File: src/rtl/keypad_scan.sv
// Matrix keypad scanner: row-at-a-time drive, synchronised column sampling,
// per-key debounce, and a press/release event FIFO for the CPU.
module keypad_scan #(
   parameter int unsigned ROWS       = 4,
   parameter int unsigned COLS       = 4,
   parameter int unsigned SCAN_DIV   = 1024,
   parameter int unsigned DEBOUNCE   = 4,
   parameter int unsigned FIFO_DEPTH = 4,
   parameter bit          ACTIVE_LOW = 1'b1
) (
   input  logic                         clk,
   input  logic                         rst_n,
   output logic [ROWS-1:0]              row_out,
   input  logic [COLS-1:0]              col_in,
   output logic [ROWS*COLS-1:0]         matrix,
   output logic                         any_key,
   output logic                         key_valid,
   output logic [$clog2(ROWS*COLS)-1:0] key_code,
   output logic                         key_press,
   input  logic                         key_ready,
   output logic                         overflow,
   input  logic                         overflow_clr
);

   localparam int unsigned NKEYS = ROWS * COLS;
   localparam int unsigned KW    = $clog2(NKEYS);
   localparam int unsigned RW    = (ROWS > 1) ? $clog2(ROWS) : 1;
   localparam int unsigned CW    = (COLS > 1) ? $clog2(COLS) : 1;
   localparam int unsigned DW    = (SCAN_DIV > 1) ? $clog2(SCAN_DIV) : 1;
   localparam int unsigned BW    = $clog2(DEBOUNCE + 1);
   localparam int unsigned PW    = $clog2(FIFO_DEPTH);
   localparam int unsigned CNW   = PW + 1;
   localparam int unsigned EW    = KW + 1;

   typedef enum logic [0:0] {SETTLE, EVAL} state_e;

   state_e              state_q, state_d;
   logic [DW-1:0]       dwell_q, dwell_d;
   logic [RW-1:0]       row_q, row_d;
   logic [CW-1:0]       col_q, col_d;
   logic [COLS-1:0]     samp_q, samp_d;
   logic [COLS-1:0]     sync1_q, sync2_q;
   logic [NKEYS-1:0]    stable_q, stable_d;
   logic [BW-1:0]       dbc_q [NKEYS];
   logic [BW-1:0]       dbc_d [NKEYS];
   logic [ROWS-1:0]     row_out_q, row_out_d;
   logic                any_key_q, any_key_d;

   logic [EW-1:0]       mem_q [FIFO_DEPTH];
   logic [EW-1:0]       mem_d [FIFO_DEPTH];
   logic [PW-1:0]       rd_q, rd_d, wr_q, wr_d;
   logic [CNW-1:0]      cnt_q, cnt_d;
   logic                key_valid_q, key_valid_d;
   logic [EW-1:0]       head_q, head_d;
   logic                overflow_q, overflow_d;

   logic [COLS-1:0]     col_norm_c;
   logic [KW-1:0]       key_idx_c;
   logic                push_c;
   logic [EW-1:0]       ev_c;

   assign col_norm_c = ACTIVE_LOW ? ~sync2_q : sync2_q;
   assign key_idx_c  = KW'(32'(row_q) * COLS + 32'(col_q));

   // Scan sequencer and per-key debounce
   always_comb begin
      state_d   = state_q;
      dwell_d   = dwell_q;
      row_d     = row_q;
      col_d     = col_q;
      samp_d    = samp_q;
      stable_d  = stable_q;
      dbc_d     = dbc_q;
      push_c    = 1'b0;
      ev_c      = {key_idx_c, ~stable_q[key_idx_c]};
      case (state_q)
         SETTLE: begin
            if (dwell_q == DW'(SCAN_DIV - 1)) begin
               samp_d  = col_norm_c;
               dwell_d = '0;
               col_d   = '0;
               state_d = EVAL;
            end else begin
               dwell_d = dwell_q + DW'(1);
            end
         end
         EVAL: begin
            if (samp_q[col_q] == stable_q[key_idx_c]) begin
               dbc_d[key_idx_c] = '0;
            end else if (dbc_q[key_idx_c] == BW'(DEBOUNCE - 1)) begin
               stable_d[key_idx_c] = ~stable_q[key_idx_c];
               dbc_d[key_idx_c]    = '0;
               push_c              = 1'b1;
            end else begin
               dbc_d[key_idx_c] = dbc_q[key_idx_c] + BW'(1);
            end
            if (col_q == CW'(COLS - 1)) begin
               col_d   = '0;
               row_d   = (row_q == RW'(ROWS - 1)) ? '0 : row_q + RW'(1);
               dwell_d = '0;
               state_d = SETTLE;
            end else begin
               col_d = col_q + CW'(1);
            end
         end
         default: state_d = SETTLE;
      endcase
      // Row drive tracks the next row index so it switches with the state
      row_out_d = ACTIVE_LOW ? ~(ROWS'(1) << row_d) : (ROWS'(1) << row_d);
      any_key_d = |stable_d;
   end

   // Event FIFO with a registered head
   always_comb begin
      logic pop_c;
      logic full_c;
      logic push_ok_c;
      mem_d       = mem_q;
      rd_d        = rd_q;
      wr_d        = wr_q;
      overflow_d  = overflow_q;
      head_d      = head_q;
      pop_c       = key_valid_q && key_ready;
      full_c      = (cnt_q == CNW'(FIFO_DEPTH));
      push_ok_c   = push_c && (!full_c || pop_c);
      if (pop_c) begin
         rd_d = rd_q + PW'(1);
      end
      if (push_ok_c) begin
         mem_d[wr_q] = ev_c;
         wr_d        = wr_q + PW'(1);
      end
      cnt_d = cnt_q + CNW'(push_ok_c) - CNW'(pop_c);
      if (overflow_clr) begin
         overflow_d = 1'b0;
      end
      if (push_c && !push_ok_c) begin
         overflow_d = 1'b1;
      end
      key_valid_d = (cnt_d != '0);
      if (key_valid_d) begin
         head_d = mem_d[rd_d];
      end
   end

   always_ff @(posedge clk or negedge rst_n) begin
      if (!rst_n) begin
         state_q     <= SETTLE;
         dwell_q     <= '0;
         row_q       <= '0;
         col_q       <= '0;
         samp_q      <= '0;
         sync1_q     <= {COLS{ACTIVE_LOW}};
         sync2_q     <= {COLS{ACTIVE_LOW}};
         stable_q    <= '0;
         dbc_q       <= '{default: '0};
         row_out_q   <= {ROWS{ACTIVE_LOW}};
         any_key_q   <= 1'b0;
         mem_q       <= '{default: '0};
         rd_q        <= '0;
         wr_q        <= '0;
         cnt_q       <= '0;
         key_valid_q <= 1'b0;
         head_q      <= '0;
         overflow_q  <= 1'b0;
      end else begin
         state_q     <= state_d;
         dwell_q     <= dwell_d;
         row_q       <= row_d;
         col_q       <= col_d;
         samp_q      <= samp_d;
         sync1_q     <= col_in;
         sync2_q     <= sync1_q;
         stable_q    <= stable_d;
         dbc_q       <= dbc_d;
         row_out_q   <= row_out_d;
         any_key_q   <= any_key_d;
         mem_q       <= mem_d;
         rd_q        <= rd_d;
         wr_q        <= wr_d;
         cnt_q       <= cnt_d;
         key_valid_q <= key_valid_d;
         head_q      <= head_d;
         overflow_q  <= overflow_d;
      end
   end

   assign row_out   = row_out_q;
   assign matrix    = stable_q;
   assign any_key   = any_key_q;
   assign key_valid = key_valid_q;
   assign key_code  = head_q[EW-1:1];
   assign key_press = head_q[0];
   assign overflow  = overflow_q;

endmodule

File: config.mk
export PLATFORM = sky130hd
export DESIGN_NAME = keypad_scan
export DESIGN_NICKNAME = d
export VERILOG_FILES = /design/src/rtl/keypad_scan.sv
export SDC_FILE = /design/constraint.sdc
export NUM_CORES = 1
export LEC_CHECK = 0
export CAP_MARGIN = 40
export CORE_UTILIZATION = 39
export DETAILED_ROUTE_END_ITERATION = 8
export GPL_ROUTABILITY_DRIVEN = 0
export PLACE_DENSITY = 0.66
export REMOVE_ABC_BUFFERS = 1
export SETUP_SLACK_MARGIN = 0.3
export SLEW_MARGIN = 0
export SYNTH_ARGS = -nofsm -noshare
export SYNTH_HDL_FRONTEND = slang
export SYNTH_SLANG_ARGS = --single-unit
File: constraint.sdc
create_clock -name clk -period 5.3 [get_ports clk]
set_input_delay 1.06 -clock clk [delete_from_list [all_inputs] [get_ports clk]]
set_output_delay 1.06 -clock clk [all_outputs]
set_load 0.01 [all_outputs]
==> qor.txt, run 1 <==
Final Cycle Share = 87.95%
global-route wire length before repair = 25160 µm
Worst IR Drop VDD = 0.2264 mV
run status = finished, final reports clean
Seq cells post-synth = 130
Leak Pwr = 3.151 nW
Hold WS = 355.1 ps
CTS tree = yes
CP max stage cell = dfrtp_1
layout cells sized above 1 = 13.33%
Final Skew = 11.31 ps
Clock Path Buffers = 2
Buf/Inv on CP = 3
CP required = 5640 ps
clk root buf = clkbuf_16
Detailed Route WL = 15890 µm
clock sink count = 130
initial antenna violation count = 0
EDFF count, synth = 0
Mean Syn Cell Area = 10.33 µm²
Die X = 130.1 µm
ranking of synthesized cells by area = dfrtp_1 (46%), o21ai_0 (8.4%), mux4_2 (6.7%)
I/O pins = 36
worst-path cell chain = mux4_1 -> mux4_2 -> xor2_1 -> buf_4 -> nand2_1 -> ha_1 -> inv_1 -> ha_1 -> fa_1 -> xnor3_1 -> nor3_1 -> buf_4 -> or2_2 -> a31oi_1 -> o221ai_1 -> o211ai_1
antenna diode count = 0
Slew Limit Fails = 0
Area Growth Syn to Fin = 17.77%
final core utilization = 47.24%
Gate Count Post-Synth = 619
Syn. warnings = 0
Storage cell area = 3268 µm²
Seq/Total Area, Yosys = 51.11%
Setup-failing EPs final = 0
Simple-Gate Fraction of Synth Area = 12.80%
clk slew on worst S/H paths = 60 ps
Critical Path AT = 5000 ps
Vias per Instance = 5.652
Core Box Area = 15940 µm²
Initial Util = 40.11%
worst slew pin tran = 793.1 ps
CP max FO = 15
total negative setup slack = 0 ps
area leader, netlist = dfrtp_1
Setup Buffers After CTS = 0
power density over the cells = 346.3 nW/µm²
GR Util All Layers = 20.06%
largest family of logic cells by synthesized area = compound AO/OA/AOI/OAI gates
Post-CTS Resized = 0
reg2reg setup slack = 640 ps
Num CTS Buffers = 17
Max H-tree Level = 4
Yosys top cell area share = 46.17%
fillcell total = 1444
synthesized cell area = 6395 µm²
chip height = 130.1 µm
critical path's top delay family = multiplexers
hold_buf cts = 0
# rows = 46
Post-Synth XOR/XNOR Area = 1.741%
GRT overflow = 0
dpl hpwl = 10990 µm
vias in the first global route = 4738
vias = 4951
critical path's largest stage delay = 730 ps
nets = 673
largest net degree at the start of global routing = 51
latest clock arrival within the worst-skew pair = 430 ps
fin area = 7531 µm²
multi-input logic area = 2844 µm²
HP Class = flop to flop
Routed WL per cell = 18.13 µm
type of origin of the critical path = flop
max-cap violation count = 0
unique cell type count in the Yosys netlist = 53
Synth Flop Type = dfrtp_1
Max Freq = 214.5 MHz
fin crit period = 4661 ps
PortBufs = 35
Initial DRC Count = 472
RSZ-0062 raised after global routing = no
Initial DRT Pass Iterations = 4
ys async rst share = 100.0%
proportion of synthesized area in mux cells = 10.53%
area of the die = 16910 µm²
Compound-Gate Fraction of Synth Area = 15.77%
antenna viol nets, final = 0
Post-Synth Adder-Cell Area = 3.639%
final hold vios = 0
WS Path Type = flop to flop
drc violations = 0
Placement Cell Area = 6918 µm²
Slew headroom = 47.13%
Critical Path End Type = flop
-- cell usage after synthesis, drive strengths merged (4+ instances only) --
cell type	number
dfrtp	118
o21ai	111
nand2	96
nand3	29
a31oi	26
inv	26
clkbuf	22
nor2	22
mux4	21
ha	17
buf	15
dfstp	12
mux2	10
a21oi	9
mux2i	8
and3	7
o221ai	7
nand4	6
o211ai	6
nor3	4
nor4	4
xnor2	4
xor2	4
-- metrics by stage --
| stage | setup slack (ps) | total power [mW] | std cells |
|---|---|---|---|
| after floorplan | -278.3 | 1.280 | 582 |
| after global placement | 813.1 | 1.394 | 844 |
| after detailed placement | 658.6 | 1.404 | 844 |
| after CTS | 626.4 | 2.622 | 876 |
| after global routing | 324.0 | 2.697 | 876 |
| final | 638.6 | 2.608 | 876 |
-- worst register-to-register path: cells and delay by family, from the launching register on --
family	cells	cell delay, ps
and+or+nand+nor	3	480
buffers and inverters	3	370
AOI/OAI and AO/OA	3	420
xor gates and xnor gates	2	540
muxes	2	1160
DFF	1	730
adders and majority gates	3	860
-- cell type report --
class                           instances  area share [%]
Inverter                               28           1.396
Clock inverter                         11           2.027
Multi-Input combinational cell        424           37.76
Tap cell                              216           3.589
Clock buffer                           21           6.114
Sequential cell                       130           43.40
Timing Repair Buffer                   46           5.715
-- routing by layer --
| metal | track usage (%) | part of all wire, % |
|---|---|---|
| met5 | 0 | 0 |
| met4 | 8.413 | 2.3 |
| met3 | 5.248 | 6.4 |
| met2 | 30.13 | 46 |
| met1 | 27.51 | 45 |
-- power by group --
part           internal, mW  switching [mW]
Clock                 0.767           0.450
Combinational         0.146           0.185
Sequential             1.04          0.0235
Total                  1.95           0.658
-- flip-flops by register name (all words and copies together), names as in the netlist, 3 cells and up --
signal and cells:
dbc_q 48, matrix 16, dwell_q 10, cnt_q 3, sync2_q 4, mem_q 20, samp_q 4, head_q 5
sync1_q 4, row_out 4
-- path summary, 6_finish.rpt --
check | startpoint | end | cells after the start
worst max-delay path | row_q[0] | head_q[0] | 16
worst min-delay path | sync1_q[2] | sync2_q[2] | 0
worst max register to register | row_q[0] | head_q[0] | 16
worst min register to register | sync1_q[2] | sync2_q[2] | 0
max in group asynchronous | rst_n | dwell_q[3] | 2
min in group asynchronous | rst_n | dbc_q[45] | 1
-- cells by family (layout without fill, tap and decap cells) --
kind of cell / after synthesis / count (layout)
flops: 130 / 130
mux: 39 / 39
compound gates: 176 / 176
simple gates: 182 / 182
xor+xnor: 9 / 9
fa+ha+maj: 18 / 18
buf+inv: 65 / 106
-- cell usage in the layout, fill, tap and decap left out, types with 4 or more instances in the layout --
cell type	instances
dfrtp_1	118
o21ai_0	107
nand2_1	96
clkdlybuf4s50_1	34
nand3_1	29
inv_1	26
a31oi_1	26
nor2_1	22
mux4_2	19
ha_1	17
clkbuf_16	17
buf_4	12
dfstp_2	12
mux2_2	10
a21oi_1	9
mux2i_1	8
and3_1	7
o221ai_1	7
o211ai_1	6
nand4_1	6
xor2_1	4
nor3_1	4
nor4_1	4
o21ai_1	4
Note: power is estimated with default switching activity, not from simulation.
==> run 2: changes to the inputs <==
CORE_UTILIZATION = 45   (was 39)
PLACE_DENSITY = 0.73   (was 0.66)
==> run 2 against run 1 <==
Compared with the run above:
- cell count fell by 3.9%
- die area fell by 13%
- critical path type unchanged
- sequential share of layout area fell by 0.27 points
- largest cell class unchanged
- register-to-register slack got worse by 40 ps
- clock skew fell by 4.0 ps
- power rose by 5.6%
- sequential power barely moved
- maximum frequency fell by 0.77%
- hold slack barely moved
- combinational power barely moved
- non-clock buffer count rose by 2
==> qor.txt, run 2 (same netlist as run 1, synthesis figures left out) <==
# rows = 43 (-6.5%)
chip height = 121.2 µm (-6.8%)
Initial Util = 46.07% (+6.0 points)
hold_buf cts = 0 (unchanged)
Clock Path Buffers = 2 (unchanged)
layout cells sized above 1 = 13.90% (+0.56 points)
clk root buf = clkbuf_16
latest clock arrival within the worst-skew pair = 430 ps (about the same)
Slew Limit Fails = 0 (unchanged)
Critical Path AT = 5040 ps (+40 ps)
Max Freq = 212.9 MHz (-0.77%)
GR Util All Layers = 23.35% (+3.3 points)
HP Class = flop to flop
Vias per Instance = 6.002 (+6.2%)
fin crit period = 4697 ps (+35.95 ps)
Leak Pwr = 3.199 nW (+1.5%)
Worst IR Drop VDD = 0.2230 mV (-1.5%)
max-cap violation count = 0 (unchanged)
vias in the first global route = 5041 (+6.4%)
power density over the cells = 363.5 nW/µm² (+5.0%)
Initial DRC Count = 427 (-9.5%)
Core Box Area = 13880 µm² (-13%)
commonest cells after routing, fill and taps aside = dfrtp_1 (118), o21ai_0 (107), nand2_1 (96)
Detailed Route WL = 15840 µm (-0.28%)
largest net degree at the start of global routing = 61 (+20%)
Final Skew = 7.277 ps (-4.033 ps)
drc violations = 0 (unchanged)
CP required = 5650 ps (about the same)
antenna diode count = 0 (unchanged)
Setup Buffers After CTS = 0 (unchanged)
run status = finished, final reports clean
dpl hpwl = 10570 µm (-3.8%)
area of the die = 14690 µm² (-13%)
worst slew pin tran = 840.1 ps (+47.05 ps)
Storage cell area = 3268 µm² (unchanged)
Num CTS Buffers = 17 (unchanged)
Final Cycle Share = 88.63% (+0.68 points)
multi-input logic area = 2844 µm² (unchanged)
nets = 675 (+0.30%)
most common cell after layout, fill and taps aside = dfrtp_1
Die X = 121.2 µm (-6.8%)
RSZ-0062 raised after global routing = no
max reg flops = 48 (unchanged)
antenna viol nets, final = 0 (unchanged)
Max H-tree Level = 4 (unchanged)
uppermost routed layer = met4
Post-CTS Resized = 0 (unchanged)
Hold WS = 355.0 ps (-0.02500 ps)
fillcell total = 1170 (-19%)
global-route wire length before repair = 25790 µm (+2.5%)
WS Path Type = flop to flop
Largest Register = dbc_q
Setup-failing EPs final = 0 (unchanged)
vias = 5054 (+2.1%)
Critical Path End Type = flop
type of origin of the critical path = flop
Routed WL per cell = 18.81 µm (+3.7%)
WL met2 = 7789 µm (+5.9%)
CTS tree = yes
Initial DRT Pass Iterations = 6 (+2)
CP max FO = 20 (+5)
initial antenna violation count = 0 (unchanged)
PortBufs = 35 (unchanged)
GRT overflow = 0 (unchanged)
wl on met1 = 6521 µm (-8.9%)
final hold vios = 0 (unchanged)
Total Power = 2.755 mW (+5.6%)
Area Growth Syn to Fin = 18.51%
clk slew on worst S/H paths = 60 ps (about the same)
met3 wire length = 1107 µm (+9.6%)
I/O pins = 36 (unchanged)
Slew headroom = 43.99% (-3.1 points)
clock sink count = 130 (unchanged)
[run 2: final cells by class]
| cell class | count | area share [%] |
|---|---|---|
| multi-input cells | 424 | 37.53 |
| well taps | 180 | 2.972 |
| clock buffers | 18 | 5.795 |
| inverters | 28 | 1.387 |
| clock inverters | 14 | 3.269 |
| flip-flops and latches | 130 | 43.12 |
| repair buffers | 48 | 5.927 |
[run 2: per-stage QoR]
step	cell area [µm²]	util, %	setup slack [ps]	TNS (ps)	cells
final	7579	54.60	602.6	0	842
after floorplan	6217	-	-278.3	-1355	582
after global routing	7579	54.60	319.4	0	842
after detailed placement	6888	49.62	583.2	0	810
after global placement	6888	49.62	736.2	0	810
after CTS	7575	54.57	556.0	0	842
[run 2: critical path, stage by stage, from the launching register on]
cell      delay [ps]
dfrtp_1          340
buf_6            240
mux4_2           530
mux4_2           470
inv_1             70
ha_1             160
nand2_1           80
a21oi_1          160
buf_4            220
nand2_1          130
ha_1             300
inv_1             30
ha_1             180
fa_1             360
xnor3_1          390
nor3_1            50
buf_4            160
nand2b_1         230
a31oi_1          220
o221ai_1         150
o211ai_1         110
[run 2: where the power goes]
part / switching [mW] / internal, mW
logic: 0.185 / 0.145
clock network: 0.462 / 0.901
registers: 0.0248 / 1.04
total: 0.672 / 2.08
[run 2: routing by layer]
layer	up-vias	GRT usage, %
met2	217	37.71
met4	0	11.65
met5	-	0
met3	40	5.921
met1	2503	29.08
li1	2294	-
[run 2: worst paths after layout]
path                                 start  cells after the start  slack, ps    endpoint
worst max-delay path              col_q[0]                     20        600   head_q[3]
worst min-delay path            sync1_q[0]                      0        360  sync2_q[0]
worst max register to register    col_q[0]                     20        600   head_q[3]
worst min register to register  sync1_q[0]                      0        360  sync2_q[0]
max in group asynchronous            rst_n                      2       3570  sync1_q[2]
min in group asynchronous            rst_n                      1        690   matrix[6]
